### src/rtl/controlador_carga_instrucoes_pkg.sv
// pacote_cpu: shared loader state encoding, memory depth and HALT opcode
package pacote_cpu;

    localparam int MEM_SIZE = 30;
    localparam logic [5:0] OPCODE_HALT = 6'b111111;

    typedef enum logic [2:0] {
        TAM0,
        TAM1,
        RECEBE,
        ESCREVE,
        EXECUTA,
        PARADO,
        ERRO
    } estado_t;

endpackage

### src/rtl/controlador_carga_instrucoes_montador_palavra.sv
// montador_palavra: assembles four MSB-first bytes into a 32-bit word
// Ports: clock, reset (async, active-high); i_limpa clears the word and byte count;
//        i_byte_en/i_byte shift one byte in from the LSB side;
//        o_palavra is the assembled word; o_cheia flags that the 4th byte is being accepted.
module montador_palavra
    import pacote_cpu::*;
(
    input  logic        clock,
    input  logic        reset,
    input  logic        i_limpa,
    input  logic        i_byte_en,
    input  logic [7:0]  i_byte,
    output logic [31:0] o_palavra,
    output logic        o_cheia
);

    logic [1:0]  r_cont;
    logic [31:0] r_palavra;

    always_ff @(posedge clock or posedge reset) begin
        if (reset) begin
            r_cont    <= '0;
            r_palavra <= '0;
        end else if (i_limpa) begin
            r_cont    <= '0;
            r_palavra <= '0;
        end else if (i_byte_en) begin
            r_palavra <= {r_palavra[23:0], i_byte};
            r_cont    <= r_cont + 2'd1;
        end
    end

    assign o_palavra = r_palavra;
    assign o_cheia   = i_byte_en && (r_cont == 2'd3);

endmodule

### src/rtl/controlador_carga_instrucoes.sv
// controlador_carga_instrucoes: boot loader and port arbiter for instruction memory
// Ports: clock, reset (async, active-high)
//        host_dado/host_valido/host_pronto: byte stream from host (N high, N low, then N words MSB-first)
//        recarregar: restart loading from EXECUTA/PARADO/ERRO; cpu_halt: core reached HALT
//        pc: core fetch address; mem_endereco/mem_dado/mem_escrita: memory port
//        cpu_habilita: core may run; carga_erro: declared size exceeded MEM_SIZE
module controlador_carga_instrucoes
    import pacote_cpu::*;
#(
    parameter int MEM_SIZE   = pacote_cpu::MEM_SIZE,
    parameter int ADDR_WIDTH = 26
) (
    input  logic                  clock,
    input  logic                  reset,
    input  logic [7:0]            host_dado,
    input  logic                  host_valido,
    output logic                  host_pronto,
    input  logic                  recarregar,
    input  logic                  cpu_halt,
    input  logic [ADDR_WIDTH-1:0] pc,
    output logic [ADDR_WIDTH-1:0] mem_endereco,
    output logic [31:0]           mem_dado,
    output logic                  mem_escrita,
    output logic                  cpu_habilita,
    output logic                  carga_erro
);

    estado_t     r_estado, w_prox;
    logic [15:0] r_n;
    logic [15:0] r_indice;
    logic [15:0] w_n_novo;
    logic        w_xfer;
    logic        w_cheia;
    logic        w_ultima;
    logic [31:0] w_palavra;

    assign w_xfer   = host_valido && host_pronto;
    assign w_n_novo = {r_n[15:8], host_dado};
    assign w_ultima = r_indice == (r_n - 16'd1);

    montador_palavra u_montador (
        .clock     (clock),
        .reset     (reset),
        .i_limpa   (r_estado == TAM0),
        .i_byte_en (w_xfer && (r_estado == RECEBE)),
        .i_byte    (host_dado),
        .o_palavra (w_palavra),
        .o_cheia   (w_cheia)
    );

    always_ff @(posedge clock or posedge reset) begin
        if (reset) r_estado <= TAM0;
        else       r_estado <= w_prox;
    end

    always_comb begin
        w_prox = r_estado;
        case (r_estado)
            TAM0:    if (w_xfer) w_prox = TAM1;
            TAM1:    if (w_xfer) w_prox = (w_n_novo == 16'd0) ? EXECUTA :
                                          (w_n_novo > 16'(MEM_SIZE)) ? ERRO : RECEBE;
            RECEBE:  if (w_cheia) w_prox = ESCREVE;
            ESCREVE: w_prox = w_ultima ? EXECUTA : RECEBE;
            // reload outranks halt when both arrive together
            EXECUTA: w_prox = recarregar ? TAM0 : (cpu_halt ? PARADO : EXECUTA);
            PARADO:  if (recarregar) w_prox = TAM0;
            ERRO:    if (recarregar) w_prox = TAM0;
            default: w_prox = TAM0;
        endcase
    end

    // size and index are wiped on every entry into TAM0 so a reload starts clean
    always_ff @(posedge clock or posedge reset) begin
        if (reset) begin
            r_n      <= '0;
            r_indice <= '0;
        end else if (w_prox == TAM0 && r_estado != TAM0) begin
            r_n      <= '0;
            r_indice <= '0;
        end else begin
            if (w_xfer && r_estado == TAM0) r_n[15:8] <= host_dado;
            if (w_xfer && r_estado == TAM1) r_n[7:0]  <= host_dado;
            if (r_estado == ESCREVE)        r_indice  <= r_indice + 16'd1;
        end
    end

    always_comb begin
        host_pronto  = (r_estado == TAM0) || (r_estado == TAM1) || (r_estado == RECEBE);
        mem_escrita  = r_estado == ESCREVE;
        cpu_habilita = r_estado == EXECUTA;
        carga_erro   = r_estado == ERRO;
        mem_dado     = w_palavra;
        mem_endereco = (r_estado == EXECUTA || r_estado == PARADO) ? pc : ADDR_WIDTH'(r_indice);
    end

endmodule

### config.mk
export PLATFORM = sky130hd
export DESIGN_NAME = controlador_carga_instrucoes
export DESIGN_NICKNAME = d
export VERILOG_FILES = /design/src/rtl/controlador_carga_instrucoes_pkg.sv /design/src/rtl/controlador_carga_instrucoes_montador_palavra.sv /design/src/rtl/controlador_carga_instrucoes.sv
export SDC_FILE = /design/constraint.sdc
export NUM_CORES = 1
export LEC_CHECK = 0
export CORE_ASPECT_RATIO = 0.9
export CORE_UTILIZATION = 30
export CTS_BUF_LIST = sky130_fd_sc_hd__clkbuf_2
export DETAILED_ROUTE_END_ITERATION = 10
export GPL_TIMING_DRIVEN = 0
export MAX_ROUTING_LAYER = met4
export PLACE_DENSITY_LB_ADDON = 0.3
export SYNTH_ARGS = -nofsm -noshare
export SYNTH_HDL_FRONTEND = slang
export SYNTH_SLANG_ARGS = --single-unit
### constraint.sdc
create_clock -name clock -period 2.8 [get_ports clock]
set_clock_uncertainty 0.2 [all_clocks]
set_input_delay 0.7 -clock clock [delete_from_list [all_inputs] [get_ports clock]]
set_output_delay 0.7 -clock clock [all_outputs]
set_load 0.02 [all_outputs]
======== After elaboration in Yosys (flattened, before gate mapping) ========
Index checks and enable logic that the tools add are counted.
operators by class
  add/sub/neg operators ................... 3
  $lt $le $gt $ge ......................... 1
  equality and inequality tests ........... 8
  multiplexer cells ....................... 20
  reductions and logical operators ........ 18
operators with widths
  cell                                                  number
  2-to-1 mux 32 bit                                     2
  2-to-1 mux 16 bit                                     3
  2-to-1 mux 26 bit                                     1
  2-to-1 mux 3 bit                                      8
  one-hot mux 3 bit (6 select lines)                    1
  adder 16 x 1 -> 16 bit (second input constant)        1
  equality test 16 bit                                  1
  > comparator 16 x 5 -> 1 bit (second input constant)  1
  zero test 16 bit                                      1
  2-to-1 mux 8 bit                                      2
  subtractor 16 x 1 -> 16 bit (second input constant)   1
  equality test 3 bit (second input constant)           3
  nonzero test 2 bit                                    4
  equality test 3 x 2 -> 1 bit (second input constant)  2
  logical AND 1 bit                                     6
  zero test 3 bit                                       2
  2-to-1 mux 2 bit                                      2
  equality test 3 x 1 -> 1 bit (second input constant)  1
  logical OR 1 bit                                      3
  nonzero test 3 bit                                    1
  adder 2 x 1 -> 2 bit (second input constant)          1
  equality test 2 bit (second input constant)           1
  OR reduction 2 bit                                    1
  2-to-1 mux 1 bit                                      1
word-level totals
  bits in registers ....................... 69
  input port bits ......................... 39
  output and inout port bits .............. 62
  logic and storage cells ................. 56

======== Longest topological paths before layout ========
  depth in word-level cells ............... 11
  mapped depth ............................ 9

======== Hierarchy ========
Synthesis repeated with hierarchy kept, for this count alone.
unflattened totals
  cell total of the unflattened synthesis .. 417
  area total of the unflattened synthesis .. 3973.8 sq um
by module, submodules not included
  module                        instances  cells an instance  area each (sq um)
  controlador_carga_instrucoes  1          304                2542.4
  montador_palavra              1          113                1431.4

======== Worst setup path after synthesis ========
No wires, ideal clock.
  path type ............................... register to output
  start point ............................. register r_estado[2]
  end point ............................... output port mem_endereco[10]
  arrival time ............................ 1.863 ns
  required time ........................... 1.900 ns
  slack ................................... 0.037 ns
  stages on the path, launching flop included .. 7
  cells stage by stage .................... dfrtp_1 -> buf_2 -> clkbuf_1 -> nor2b_1 -> clkbuf_1 -> buf_2 -> mux2_2
on the way
  word-level cells in the longest chain between the ends .. 3
  elaborated cells between the ends (all ways) .. 4
  classes of those cells .................. eq/ne (2); mux (1); reduce/logical (1)
ends and longest elaborated chain
  element                 RTL line                            source
  from (decl)             controlador_carga_instrucoes.sv:28  estado_t r_estado, w_prox;
  from (signal assigned)  controlador_carga_instrucoes.sv:53  else r_estado <= w_prox;
  equality test 3 bit     controlador_carga_instrucoes.sv:93  mem_endereco = (r_estado == EXECUTA || r_estado == PARADO) ? pc : ADDR_WIDTH'(r_indice);
  logical OR 1 bit *      controlador_carga_instrucoes.sv:93
  2-to-1 mux 26 bit *     controlador_carga_instrucoes.sv:93
  to (decl)               controlador_carga_instrucoes.sv:21  output logic [ADDR_WIDTH-1:0] mem_endereco,
Every way passes the cells marked *; elsewhere a longest branch is shown, timed or not.

======== Worst setup path after layout ========
  start point ............................. register r_estado[2]
  end point ............................... output port mem_endereco[7]
The elaborated chain is that of the path after synthesis.

==> impl_metrics.json <==
{
  "outcome": "finished with violations",
  "failed_checks": "negative setup slack",
  "synth_compound_gate_area_share": 0.09669,
  "num_antenna_cells": 0,
  "synth-adder-area-share": 0.009449,
  "syn_to_final_growth_pct": 41.42,
  "dieWidth_um": 123.3,
  "number_of_antenna_violations_at_the_first_check_in_global_routing": 0,
  "synth.mux.area_fraction": 0.04504,
  "number_of_synthesized_flops_with_an_enable_pin": 0,
  "grt_max_degree": 70,
  "synth.top_cells.by_area": "sky130_fd_sc_hd__dfrtp_1, sky130_fd_sc_hd__nand2_1, sky130_fd_sc_hd__xor2_1",
  "port_buffers": 100,
  "synth.avg_cell_area_sq_um": 8.808,
  "antenna_violating_nets_post_route": 0,
  "detailedRoute.firstIterationViolations": 209,
  "cts-root-buf": "sky130_fd_sc_hd__clkbuf_2",
  "share_seq_of_total_power": 0.288,
  "globalRoute.totalOverflow": 0,
  "drc": 0,
  "post_cts_hold_buffer_count": 0,
  "synth_warnings": 0,
  "synthTopCellsByCount": "sky130_fd_sc_hd__nand2_1, sky130_fd_sc_hd__dfrtp_1, sky130_fd_sc_hd__nand3_1",
  "cell_internal_pwr_mw": 2.768,
  "dpl.cell_count": 715,
  "largest_family_of_logic_cells_by_synthesized_area": "simple AND/OR/NAND/NOR gates",
  "timing_worst_setup_path_type": "reg2out",
  "slew_violations": 0,
  "power.density_cell_area_mw_per_mm2": 907.6,
  "clkSlewWorstSetupHoldPaths_ns": 0.22,
  "io_pins": 101,
  "clk_latency_ns": 0.53,
  "start_util": 0.3107,
  "max_slew.worst_pin.slew_ns": 0.8754,
  "tritoncts": "done",
  "total_leakage_power_nw": 2.532,
  "post_synth_and_or_nand_nor_area_fraction": 0.2844,
  "crit_arrival_ns": 1.99,
  "required_ns": 1.90,
  "fp-row-count": 39,
  "max_cap_viol_count": 0,
  "power_frac_comb": 0.612,
  "timing.fmax_mhz": 346.1,
  "p_clk_frac": 0.100,
  "yosysTopAreaCell": "sky130_fd_sc_hd__dfrtp_1",
  "post_route_cells_drive_above_1_share": 0.2145,
  "dieArea_sq_mm": 0.01371,
  "via_count_of_the_first_global_routing_pass": 3739,
  "hpwlAfterDp_um": 7906,
  "drt_pass1_iterations": 4,
  "grt.total_usage": 0.1769,
  "finalSetupTns_ns": -1.392,
  "cts_buffers": 9,
  "synth.distinct_cells": 52,
  "final-hold-violation-count": 0,
  "hold_path.class": "reg2reg",
  "route.detailed.vias_per_inst": 4.997,
  "grt_setup_unrepaired": "yes",
  "routed_wire_length_per_instance_um": 15.19,
  "yosysSeqAreaShare": 0.4346,
  "routed_wirelength_um": 11270,
  "async_reset_ff_frac": 1.000,
  "num-nets-final": 615,
  "ys_ff_latch": 69,
  "slew_limit_headroom": 0.4164,
  "post_synth_xor_area_fraction": 0.08157,
  "maximum_fanout_along_the_worst_path": 6,
  "cp-start-kind": "flop",
  "post-synth-top-area-fraction": 0.4346,
  "synthMostInstantiatedCell": "sky130_fd_sc_hd__nand2_1",
  "gpl.final_weighted_congestion": 0.8346,
  "final_critical_delay_including_setup_and_external_delays_ns": 2.889,
  "synthFlopType": "sky130_fd_sc_hd__dfrtp_1",
  "layoutNonFillerInstCount": 742,
  "clk_path_buf_depth": 2,
  "netSwitchingPower_mw": 2.331,
  "synthCells": 451,
  "grt_pass1_wl_um": 18320,
  "syn_area_sq_mm": 0.003973,
  "total_power_mw": 5.099,
  "setup_viol_count_final": 20,
  "h-tree-depth": 3,
  "power.ir.vdd_worst_mv": 0.5611,
  "core_area_sq_mm": 0.01278,
  "vias": 3708,
  "die_h_um": 111.2,
  "clock_sink_count": 69,
  "hold-worst-slack_ns": 0.3332,
  "final_util": 0.4394,
  "timing.critical_path.to_type": "primary output",
  "fin_ws_ns": -0.08918,
  "fin_crit_sh": 1.032,
  "power.switching_fraction": 0.4572,
  "syn-num-nets": 493
}
==> power groups by stage <==
stage	Combinational, mW	Sequential [mW]	Clock [mW]
after floorplan	1.79	1.53	0
after global placement	2.70	1.47	0
after detailed placement	2.77	1.47	0
after CTS	3.05	1.46	0.537
after global routing	3.39	1.50	0.579
final	3.12	1.47	0.512
==> layer usage <==
metal,routed length [um],track usage,part of all wire
met4,198,0.05382,0.018
met2,5221,0.2741,0.46
met3,750,0.04938,0.067
met1,5098,0.2224,0.45
met5,0,-,0
==> worst paths after layout <==
path | startpoint | end | slack [ns] | depth (start not counted)
max in group asynchronous | reset | r_indice[10]$_DFFE_PP0P_ | 1.32 | 2
max | r_estado[2]$_DFF_PP0_ | mem_endereco[7] | -0.09 | 7
max reg2reg | r_n[8]$_DFFE_PP0P_ | r_n[13]$_DFFE_PP0P_ | 0.21 | 8
min | u_montador.r_cont[0]$_DFFE_PP0P_ | u_montador.r_cont[0]$_DFFE_PP0P_ | 0.33 | 1
min reg2reg | u_montador.r_cont[0]$_DFFE_PP0P_ | u_montador.r_cont[0]$_DFFE_PP0P_ | 0.33 | 1
min in group asynchronous | reset | r_estado[1]$_DFF_PP0_ | 0.47 | 2
==> metrics by stage <==
| stage | worst slack, ns | instance area (sq um) |
|---|---|---|
| 3_5_place_dp | -0.9013 | 5181 |
| 2_1_floorplan | 0.03712 | 3973 |
| 5_1_grt | -0.1992 | 5618 |
| 4_1_cts | -0.1968 | 5550 |
| 3_3_place_gp | -1.051 | 5179 |
| 6_report | -0.08918 | 5618 |
==> layout by cell type (no fill, tap or decap), types with 6 or more instances in the layout <==
cell type | netlist | layout
sky130_fd_sc_hd__a21oi_1 | 20 | 20
sky130_fd_sc_hd__nor3_1 | 8 | 8
sky130_fd_sc_hd__xnor2_1 | 13 | 13
sky130_fd_sc_hd__xor2_1 | 24 | 24
sky130_fd_sc_hd__nand2_1 | 115 | 115
sky130_fd_sc_hd__buf_6 | 5 | 37
sky130_fd_sc_hd__and2_4 | 0 | 10
sky130_fd_sc_hd__nand4_1 | 10 | 10
sky130_fd_sc_hd__a21oi_2 | 10 | 10
sky130_fd_sc_hd__buf_4 | 0 | 6
sky130_fd_sc_hd__mux2_4 | 0 | 15
sky130_fd_sc_hd__nand3_1 | 31 | 31
sky130_fd_sc_hd__dfrtp_1 | 69 | 69
sky130_fd_sc_hd__clkdlybuf4s50_1 | 0 | 70
sky130_fd_sc_hd__nor2_1 | 25 | 25
sky130_fd_sc_hd__clkbuf_2 | 1 | 12
sky130_fd_sc_hd__clkbuf_1 | 19 | 16
==> flip-flops by register name, summed over array words and instances (netlist names) <==
name / count
u_montador.o_palavra: 32
r_indice: 16
r_n: 16
r_estado: 3
u_montador.r_cont: 2
==> worst max-delay path, stage by stage (launching register included) <==
cell and delay [ns]:
sky130_fd_sc_hd__dfrtp_1 0.42, sky130_fd_sc_hd__buf_6 0.12, sky130_fd_sc_hd__buf_8 0.11, sky130_fd_sc_hd__nor2b_4 0.12, sky130_fd_sc_hd__buf_12 0.14, sky130_fd_sc_hd__buf_8 0.13, sky130_fd_sc_hd__mux2_4 0.30, sky130_fd_sc_hd__buf_6 0.13
==> cell families (layout without fill, tap and decap cells) <==
logic type	after synthesis	in the layout
buffers and inverters	38	165
flip-flops	69	69
multiplexers	16	16
adder cells (fa/ha/maj)	3	3
XOR/XNOR	37	37
AND/OR/NAND/NOR	233	233
AO/OA/AOI/OAI	55	55
==> cell type report <==
| class | count | area [sq um] |
|---|---|---|
| well taps | 164 | 205.2 |
| multi-input cells | 344 | 2177 |
| inverters | 4 | 17.52 |
| plain buffers | 33 | 224.0 |
| flip-flops and latches | 69 | 1727 |
| clock buffers | 9 | 45.04 |
| clock inverters | 7 | 52.55 |
| fillers | 1269 | 7167 |
| repair buffers | 112 | 1170 |
==> what timing repair did <==
| item | 4_1_cts | 5_1_grt |
|---|---|---|
| endpoints found under the setup margin | 32 | 32 |
| gates resized for setup | 215 | 21 |
| buffers inserted | 7 | 3 |
| gates cloned | 2 | 0 |
| pin swaps | 9 | 0 |
No activity file was read; power rests on OpenSTA's default activity.
